`src/rtl/muldiv_seq_if.sv`:
```
// muldiv_seq_if: request/result bundle between the main control FSM and the
// HI/LO multiply/divide sequencer.
//   master (control FSM): drives start, op, a, b; observes the status/results
//   slave  (muldiv_seq) : samples start, op, a, b; drives busy, done,
//                         hilo_write, div0, hi, lo, state
interface muldiv_seq_if #(
  parameter int WIDTH = 32
);
  logic             start;
  logic [1:0]       op;       // funct[1:0]: bit1 0=mult 1=div, bit0 0=signed 1=unsigned
  logic [WIDTH-1:0] a;        // rs: multiplicand / dividend
  logic [WIDTH-1:0] b;        // rt: multiplier / divisor
  logic             busy;
  logic             done;
  logic             hilo_write;
  logic             div0;
  logic [WIDTH-1:0] hi;       // upper product / remainder
  logic [WIDTH-1:0] lo;       // lower product / quotient
  logic [2:0]       state;

  modport master (
    output start, op, a, b,
    input  busy, done, hilo_write, div0, hi, lo, state
  );

  modport slave (
    input  start, op, a, b,
    output busy, done, hilo_write, div0, hi, lo, state
  );
endinterface

```
`src/rtl/muldiv_seq.sv`:
```
// muldiv_seq: radix-2 multi-cycle sequencer for MIPS mult/multu/div/divu.
// One shift-add (multiply) or restoring-subtract (divide) step per clock;
// the 2*WIDTH-bit result is committed to HI/LO on entry to DONE.
//
// Ports:
//   clock - rising-edge clock
//   reset - synchronous, active-low
//   bus   - muldiv_seq_if.slave: start/op/a/b in; busy/done/hilo_write/
//           div0/hi/lo/state out (all registered)
//
// Build option: define MULDIV_SIGNED_EN to honour op[0] (signed mult/div with
// sign correction in FIX). Without it every op is unsigned and FIX is a
// pass-through, so latency is the same in both builds.
module muldiv_seq #(
  parameter int WIDTH = 32
) (
  input  logic        clock,
  input  logic        reset,
  muldiv_seq_if.slave bus
);

  localparam int CW = (WIDTH > 1) ? $clog2(WIDTH) : 1;

  typedef enum logic [2:0] {
    IDLE = 3'd0,
    ITER = 3'd1,
    FIX  = 3'd2,
    DONE = 3'd3,
    DIV0 = 3'd4
  } state_t;

  state_t             st;
  logic               busy_q, done_q, div0_q;
  logic [WIDTH-1:0]   hi_q, lo_q;
  logic [CW-1:0]      count;
  logic               op_div;
  logic [WIDTH-1:0]   opnd;   // |a| for mult, |b| for div
  logic [2*WIDTH-1:0] acc;    // mult: {partial, multiplier}; div: {rem, quotient}
`ifdef MULDIV_SIGNED_EN
  logic               neg_res;  // operand signs differ
  logic               neg_rem;  // dividend negative
`endif

  // operand magnitudes at start
  logic             sgn;
  logic [WIDTH-1:0] mag_a, mag_b;
  always_comb begin
`ifdef MULDIV_SIGNED_EN
    sgn = ~bus.op[0];
`else
    sgn = 1'b0;
`endif
    // -0x80..0 wraps to itself, which is what the overflow case relies on
    mag_a = (sgn && bus.a[WIDTH-1]) ? -bus.a : bus.a;
    mag_b = (sgn && bus.b[WIDTH-1]) ? -bus.b : bus.b;
  end

  // one iteration step of each algorithm
  logic [WIDTH:0]     msum, dtry;
  logic [2*WIDTH-1:0] mult_next, div_next;
  always_comb begin
    // shift-add: add multiplicand to upper half if LSB set, then shift right
    // keeping the carry
    msum      = {1'b0, acc[2*WIDTH-1:WIDTH]} + (acc[0] ? {1'b0, opnd} : '0);
    mult_next = {msum, acc[WIDTH-1:1]};
    // restoring divide: trial-subtract divisor from the shifted remainder;
    // keep the difference and shift in a 1 only if it did not go negative
    dtry      = acc[2*WIDTH-1:WIDTH-1] - {1'b0, opnd};
    div_next  = dtry[WIDTH] ? {acc[2*WIDTH-2:0], 1'b0}
                            : {dtry[WIDTH-1:0], acc[WIDTH-2:0], 1'b1};
  end

  // FIX-stage result
  logic [WIDTH-1:0] res_hi, res_lo;
  always_comb begin
`ifdef MULDIV_SIGNED_EN
    if (op_div) begin
      res_lo = neg_res ? -acc[WIDTH-1:0]       : acc[WIDTH-1:0];
      res_hi = neg_rem ? -acc[2*WIDTH-1:WIDTH] : acc[2*WIDTH-1:WIDTH];
    end else begin
      {res_hi, res_lo} = neg_res ? -acc : acc;
    end
`else
    {res_hi, res_lo} = acc;
`endif
  end

  always_ff @(posedge clock) begin
    if (!reset) begin
      st     <= IDLE;
      busy_q <= 1'b0;
      done_q <= 1'b0;
      div0_q <= 1'b0;
      hi_q   <= '0;
      lo_q   <= '0;
      count  <= '0;
      op_div <= 1'b0;
      opnd   <= '0;
      acc    <= '0;
`ifdef MULDIV_SIGNED_EN
      neg_res <= 1'b0;
      neg_rem <= 1'b0;
`endif
    end else begin
      done_q <= 1'b0;
      case (st)
        IDLE: begin
          if (bus.start) begin
            op_div <= bus.op[1];
            busy_q <= 1'b1;
`ifdef MULDIV_SIGNED_EN
            neg_res <= sgn & (bus.a[WIDTH-1] ^ bus.b[WIDTH-1]);
            neg_rem <= sgn & bus.a[WIDTH-1];
`endif
            if (bus.op[1]) begin
              opnd <= mag_b;
              acc  <= {{WIDTH{1'b0}}, mag_a};
            end else begin
              opnd <= mag_a;
              acc  <= {{WIDTH{1'b0}}, mag_b};
            end
            if (bus.op[1] && (bus.b == '0)) begin
              st <= DIV0;
            end else begin
              st    <= ITER;
              count <= CW'(WIDTH - 1);
            end
          end
        end
        ITER: begin
          acc   <= op_div ? div_next : mult_next;
          count <= count - CW'(1);
          if (count == '0) st <= FIX;
        end
        FIX: begin
          hi_q   <= res_hi;
          lo_q   <= res_lo;
          done_q <= 1'b1;
          st     <= DONE;
        end
        DONE: begin
          busy_q <= 1'b0;
          st     <= IDLE;
        end
        DIV0: begin
          // two cycles here: the first raises the registered div0 pulse,
          // the second drops it and returns, so div0 sits between edges 1 and 2
          if (div0_q) begin
            div0_q <= 1'b0;
            busy_q <= 1'b0;
            st     <= IDLE;
          end else begin
            div0_q <= 1'b1;
          end
        end
        default: begin
          busy_q <= 1'b0;
          st     <= IDLE;
        end
      endcase
    end
  end

  assign bus.busy       = busy_q;
  assign bus.done       = done_q;
  assign bus.hilo_write = done_q;
  assign bus.div0       = div0_q;
  assign bus.hi         = hi_q;
  assign bus.lo         = lo_q;
  assign bus.state      = st;

endmodule

```
`src/flat_wrapper.sv`:
```
// flat-port wrapper written by rule: the top's interface ports become plain ports
module muldiv_seq_flat 
#(
  parameter int WIDTH = 32
)
  (clock, reset, bus_start, bus_op, bus_a, bus_b, bus_busy, bus_done, bus_hilo_write, bus_div0, bus_hi, bus_lo, bus_state);
  muldiv_seq_if #(.WIDTH(WIDTH)) bus_i ();
  input  logic clock;
  input  logic reset;
  input wire logic [$bits(bus_i.start)-1:0] bus_start;
  input wire logic [$bits(bus_i.op)-1:0] bus_op;
  input wire logic [$bits(bus_i.a)-1:0] bus_a;
  input wire logic [$bits(bus_i.b)-1:0] bus_b;
  output wire logic [$bits(bus_i.busy)-1:0] bus_busy;
  output wire logic [$bits(bus_i.done)-1:0] bus_done;
  output wire logic [$bits(bus_i.hilo_write)-1:0] bus_hilo_write;
  output wire logic [$bits(bus_i.div0)-1:0] bus_div0;
  output wire logic [$bits(bus_i.hi)-1:0] bus_hi;
  output wire logic [$bits(bus_i.lo)-1:0] bus_lo;
  output wire logic [$bits(bus_i.state)-1:0] bus_state;
  assign bus_i.start = bus_start;
  assign bus_i.op = bus_op;
  assign bus_i.a = bus_a;
  assign bus_i.b = bus_b;
  assign bus_busy = bus_i.busy;
  assign bus_done = bus_i.done;
  assign bus_hilo_write = bus_i.hilo_write;
  assign bus_div0 = bus_i.div0;
  assign bus_hi = bus_i.hi;
  assign bus_lo = bus_i.lo;
  assign bus_state = bus_i.state;
  muldiv_seq #(.WIDTH(WIDTH)) u_core (.clock(clock), .reset(reset), .bus(bus_i));
endmodule
```
`config.mk`:
```
export PLATFORM = sky130hd
export DESIGN_NAME = muldiv_seq_flat
export DESIGN_NICKNAME = d
export VERILOG_FILES = /design/src/rtl/muldiv_seq_if.sv /design/src/rtl/muldiv_seq.sv /design/src/flat_wrapper.sv
export SDC_FILE = /design/constraint.sdc
export NUM_CORES = 1
export LEC_CHECK = 0
export ABC_AREA = 0
export ABC_CLOCK_PERIOD_IN_PS = 2900
export BUFFER_PORTS_ARGS = -buffer_cell sky130_fd_sc_hd__buf_2
export CORE_MARGIN = 4
export CORE_UTILIZATION = 30
export DETAILED_ROUTE_END_ITERATION = 8
export GPL_TIMING_DRIVEN = 0
export SLEW_MARGIN = 20
export SYNTH_ARGS = -nofsm -noshare
export SYNTH_HDL_FRONTEND = slang
export SYNTH_SLANG_ARGS = --single-unit
export TNS_END_PERCENT = 50
```
`constraint.sdc`:
```
create_clock -name clock -period 2.9 [get_ports clock]
set_input_delay 0.145 -clock clock [delete_from_list [all_inputs] [get_ports clock]]
set_output_delay 0.145 -clock clock [all_outputs]
set_load 0.05 [all_outputs]
```
==> qor.yml <==
run_status:
  run_status: "complete, but fails checks"
  violations: "negative setup slack"
power:
  p_leak_nw: 6.512
  ir_drop_uv: 495.0
  cellPowerDensity_mw_per_mm2: 567.3
sta:
  fin_crit_sh: 1.111
  setup_viol: 33
  period_needed_ns: 3.221
  rsz0062_at_grt: "true"
  slew_violations: 0
  worst_slack_ns: -0.3213
  fmax_mhz: 310.4
  skew_ns: 0.01850
  hold_violations: 0
  relSlewSlack: 0.2451
  worst_slew_pin_slew_ns: 1.132
final_layout:
  antenna_cells: 0
  fillers: 4056
  area_growth_pct: 20.46
  regArea_mm2: 0.003472
  multi_input_area_mm2: 0.008145
  fin_cells: 2182
  design_area_mm2: 0.01428
  fin_util: 0.3678
  drive_gt1_frac: 0.1683
  fin_nets: 1788
floorplan:
  coreArea_mm2: 0.03883
  die_w_um: 206.8
  die_y_um: 206.8
  fp-row-count: 72
  die_area_mm2: 0.04277
  boundaryPins: 140
  initial_core_util: 0.3054
route:
  drtIter0Drc: 824
  drtAntennaViolNets: 0
  vias: 11691
  drc: 0
  wl_mm: 42.54
  avgRoutedWirePerCell_um: 19.49
  via_per_inst: 5.358
  drtPass1Iterations: 5
global_routing:
  grt_max_degree: 19
  grt_overflow: 0
  antenna_found_initial: 1
  grt_first_pass_wirelength_mm: 65.54
  gr-usage-all-layers: 0.1963
  grt_pass1_vias: 11389
synthesis:
  ys_ff_latch: 172
  yosysTopAreaCell: "dfxtp_1"
  synth_fp_nets: 1611
  syn_inst: 1474
  yosysUniqueCellTypes: 71
  synth-main-ff-cell: "dfxtp_1"
  synth-edff-count: 0
  yosysWarnings: 0
  syn_area_mm2: 0.01186
  avgSynthCellArea_um2: 8.044
  synth_top_area_share: 0.2904
  async_flop_share: 0
  synth-seq-area-share: 0.2904
  synthTopCellsByArea: "dfxtp_1, mux2i_1, nand2_1"
critical_path:
  slowest_delay_ns: 0.53
  end_kind: "register"
  cpMaxStageDelayCell: "dfxtp_1"
  required_ns: 3.26
  cp_max_fo: 5
  worst_r2r_path_depth: 10
  path_cells: "ha_1 > and2_1 > a221o_1 > o21a_1 > o21ai_0 > nand2_1 > and4_1 > mux2i_1 > a31oi_2 > o211a_1"
  crit_type: "register to register"
  critPathLaunchType: "register"
  arrival_ns: 3.58
flow_run:
  maxCapViolations: 0
clocking:
  clock_sinks: 172
  numCtsBuffers: 17
  cts_tree: "done"
  ctsRootBufferMaster: "clkbuf_16"
  htree_num_levels: 4
  clkLatencyLatePin_ns: 0.46
  clk_pin_slew_ns: 0.08
  cts_buffer_depth: 2
placed_design:
  hpwlAfterDp_mm: 33.30
  dpl.cell_count: 2130
  io_buffers: 138
  placed_cell_area_mm2: 0.01323
  gp_congestion: 0.9180
worst_hold_path:
  min_path_cells: 3
  min_path_type: "input pin to register"
==> synthesized netlist by cell type (4+ instances only) <==
cell,n
nand2_1,263
dfxtp_1,172
mux2i_1,119
a21oi_1,96
nor2_1,81
o211a_1,68
a21boi_0,67
ha_1,66
clkbuf_1,64
o21ai_0,50
inv_1,45
and2_1,42
a21o_1,35
xnor2_1,31
xor2_1,22
buf_1,21
o21ai_1,16
nor2b_1,13
and3_1,12
a31oi_1,11
nand3_1,11
o211ai_1,11
a22oi_1,10
nand2b_1,10
or3_1,10
nor3_1,9
nor4_1,9
and4_1,7
o21a_1,7
nand4_1,6
o21bai_1,6
o221ai_1,6
a311oi_1,5
or2_2,5
o31ai_1,4
==> path summary, 6_finish.rpt <==
path / startpoint / to / slack, ns
setup / recovery: u_core.acc[35] / u_core.acc[57] / -0.32
hold / removal: reset / u_core.acc[55] / 0.1
setup reg to reg: u_core.acc[35] / u_core.acc[57] / -0.32
hold reg to reg: u_core.bus.hi[7] / u_core.bus.hi[7] / 0.46
==> cell type report <==
| cell class | count | area share |
|---|---|---|
| clock buffer | 17 | 0.02979 |
| timing repair buffer | 158 | 0.05966 |
| sequential | 172 | 0.2431 |
| multi-input combinational | 1164 | 0.5703 |
| inverter | 46 | 0.01226 |
| clock inverter | 15 | 0.01069 |
| tap | 518 | 0.04538 |
| buffer | 92 | 0.02882 |
==> flip-flops by register name (all words and copies together), names as in the netlist, 3 cells and up <==
name              flops
u_core.count          5
u_core.acc           64
u_core.bus.lo        32
u_core.bus.hi        32
u_core.bus.state      3
u_core.opnd          32
==> critical path, delay by kind of cell, from the launching register on <==
family,cells,cell delay [ns]
AND/OR/NAND/NOR,3,0.58
multiplexers,1,0.19
adder cells (fa/ha/maj),1,0.34
flip-flops,1,0.53
AO/OA/AOI/OAI,5,1.46
==> per-stage QoR <==
stage          power [mW]  TNS (ns)  hold WS, ns  setup slack, ns
2_1_floorplan       4.768  -0.01839       0.3186         -0.01839
3_3_place_gp        5.560    -16.72       0.4526          -0.8881
3_5_place_dp        5.594    -17.70       0.4535          -0.9446
4_1_cts             8.031    -10.25      0.08308          -0.3840
5_1_grt             8.519    -11.42      0.08791          -0.4287
6_report            8.102    -6.860      0.09533          -0.3213
==> layout by cell type, fill, tap and decap left out, drive strengths merged, types with 42 or more instances in the layout <==
cell type and instances:
and2 42, clkbuf 79, a21boi 68, o21ai 66
o211a 68, ha 66, inv 53, nor2 81
nand2 265, mux2i 119, a21oi 97, buf 188
dfxtp 172
==> layer usage <==
metal  track usage  routed length (um)  vias up
li1              -                   -     5635
met1        0.2743               19670     5617
met2        0.3238               19590      407
met3       0.03546                2862       30
met4       0.03116                 393        2
met5             0                  13        -
==> timing repair <==
item                                    CTS  global route
setup buffers                            13             7
pin swaps                                18            13
endpoints found under the setup margin   34            37
gates cloned                              0             0
resized for setup                        37            60
hold buffers                              0             0
==> cells by family (layout without fill, tap and decap cells) <==
group,count (synthesis),count (layout),synth area share
mux,122,122,0.1033
xor+xnor,53,53,0.03915
compound gates,429,429,0.2590
buf+inv,138,328,0.04612
simple gates,492,492,0.1890
fa+ha+maj,68,68,0.07303
flops,172,172,0.2904
==> power breakdown <==
part           leakage (nW)  switching [mW]  internal (mW)
clock                 0.283            1.20           1.15
sequential             1.41           0.290           2.59
combinational          4.82            1.76           1.12
total                  6.51            3.25           4.86
No activity file was read; power rests on OpenSTA's default activity.
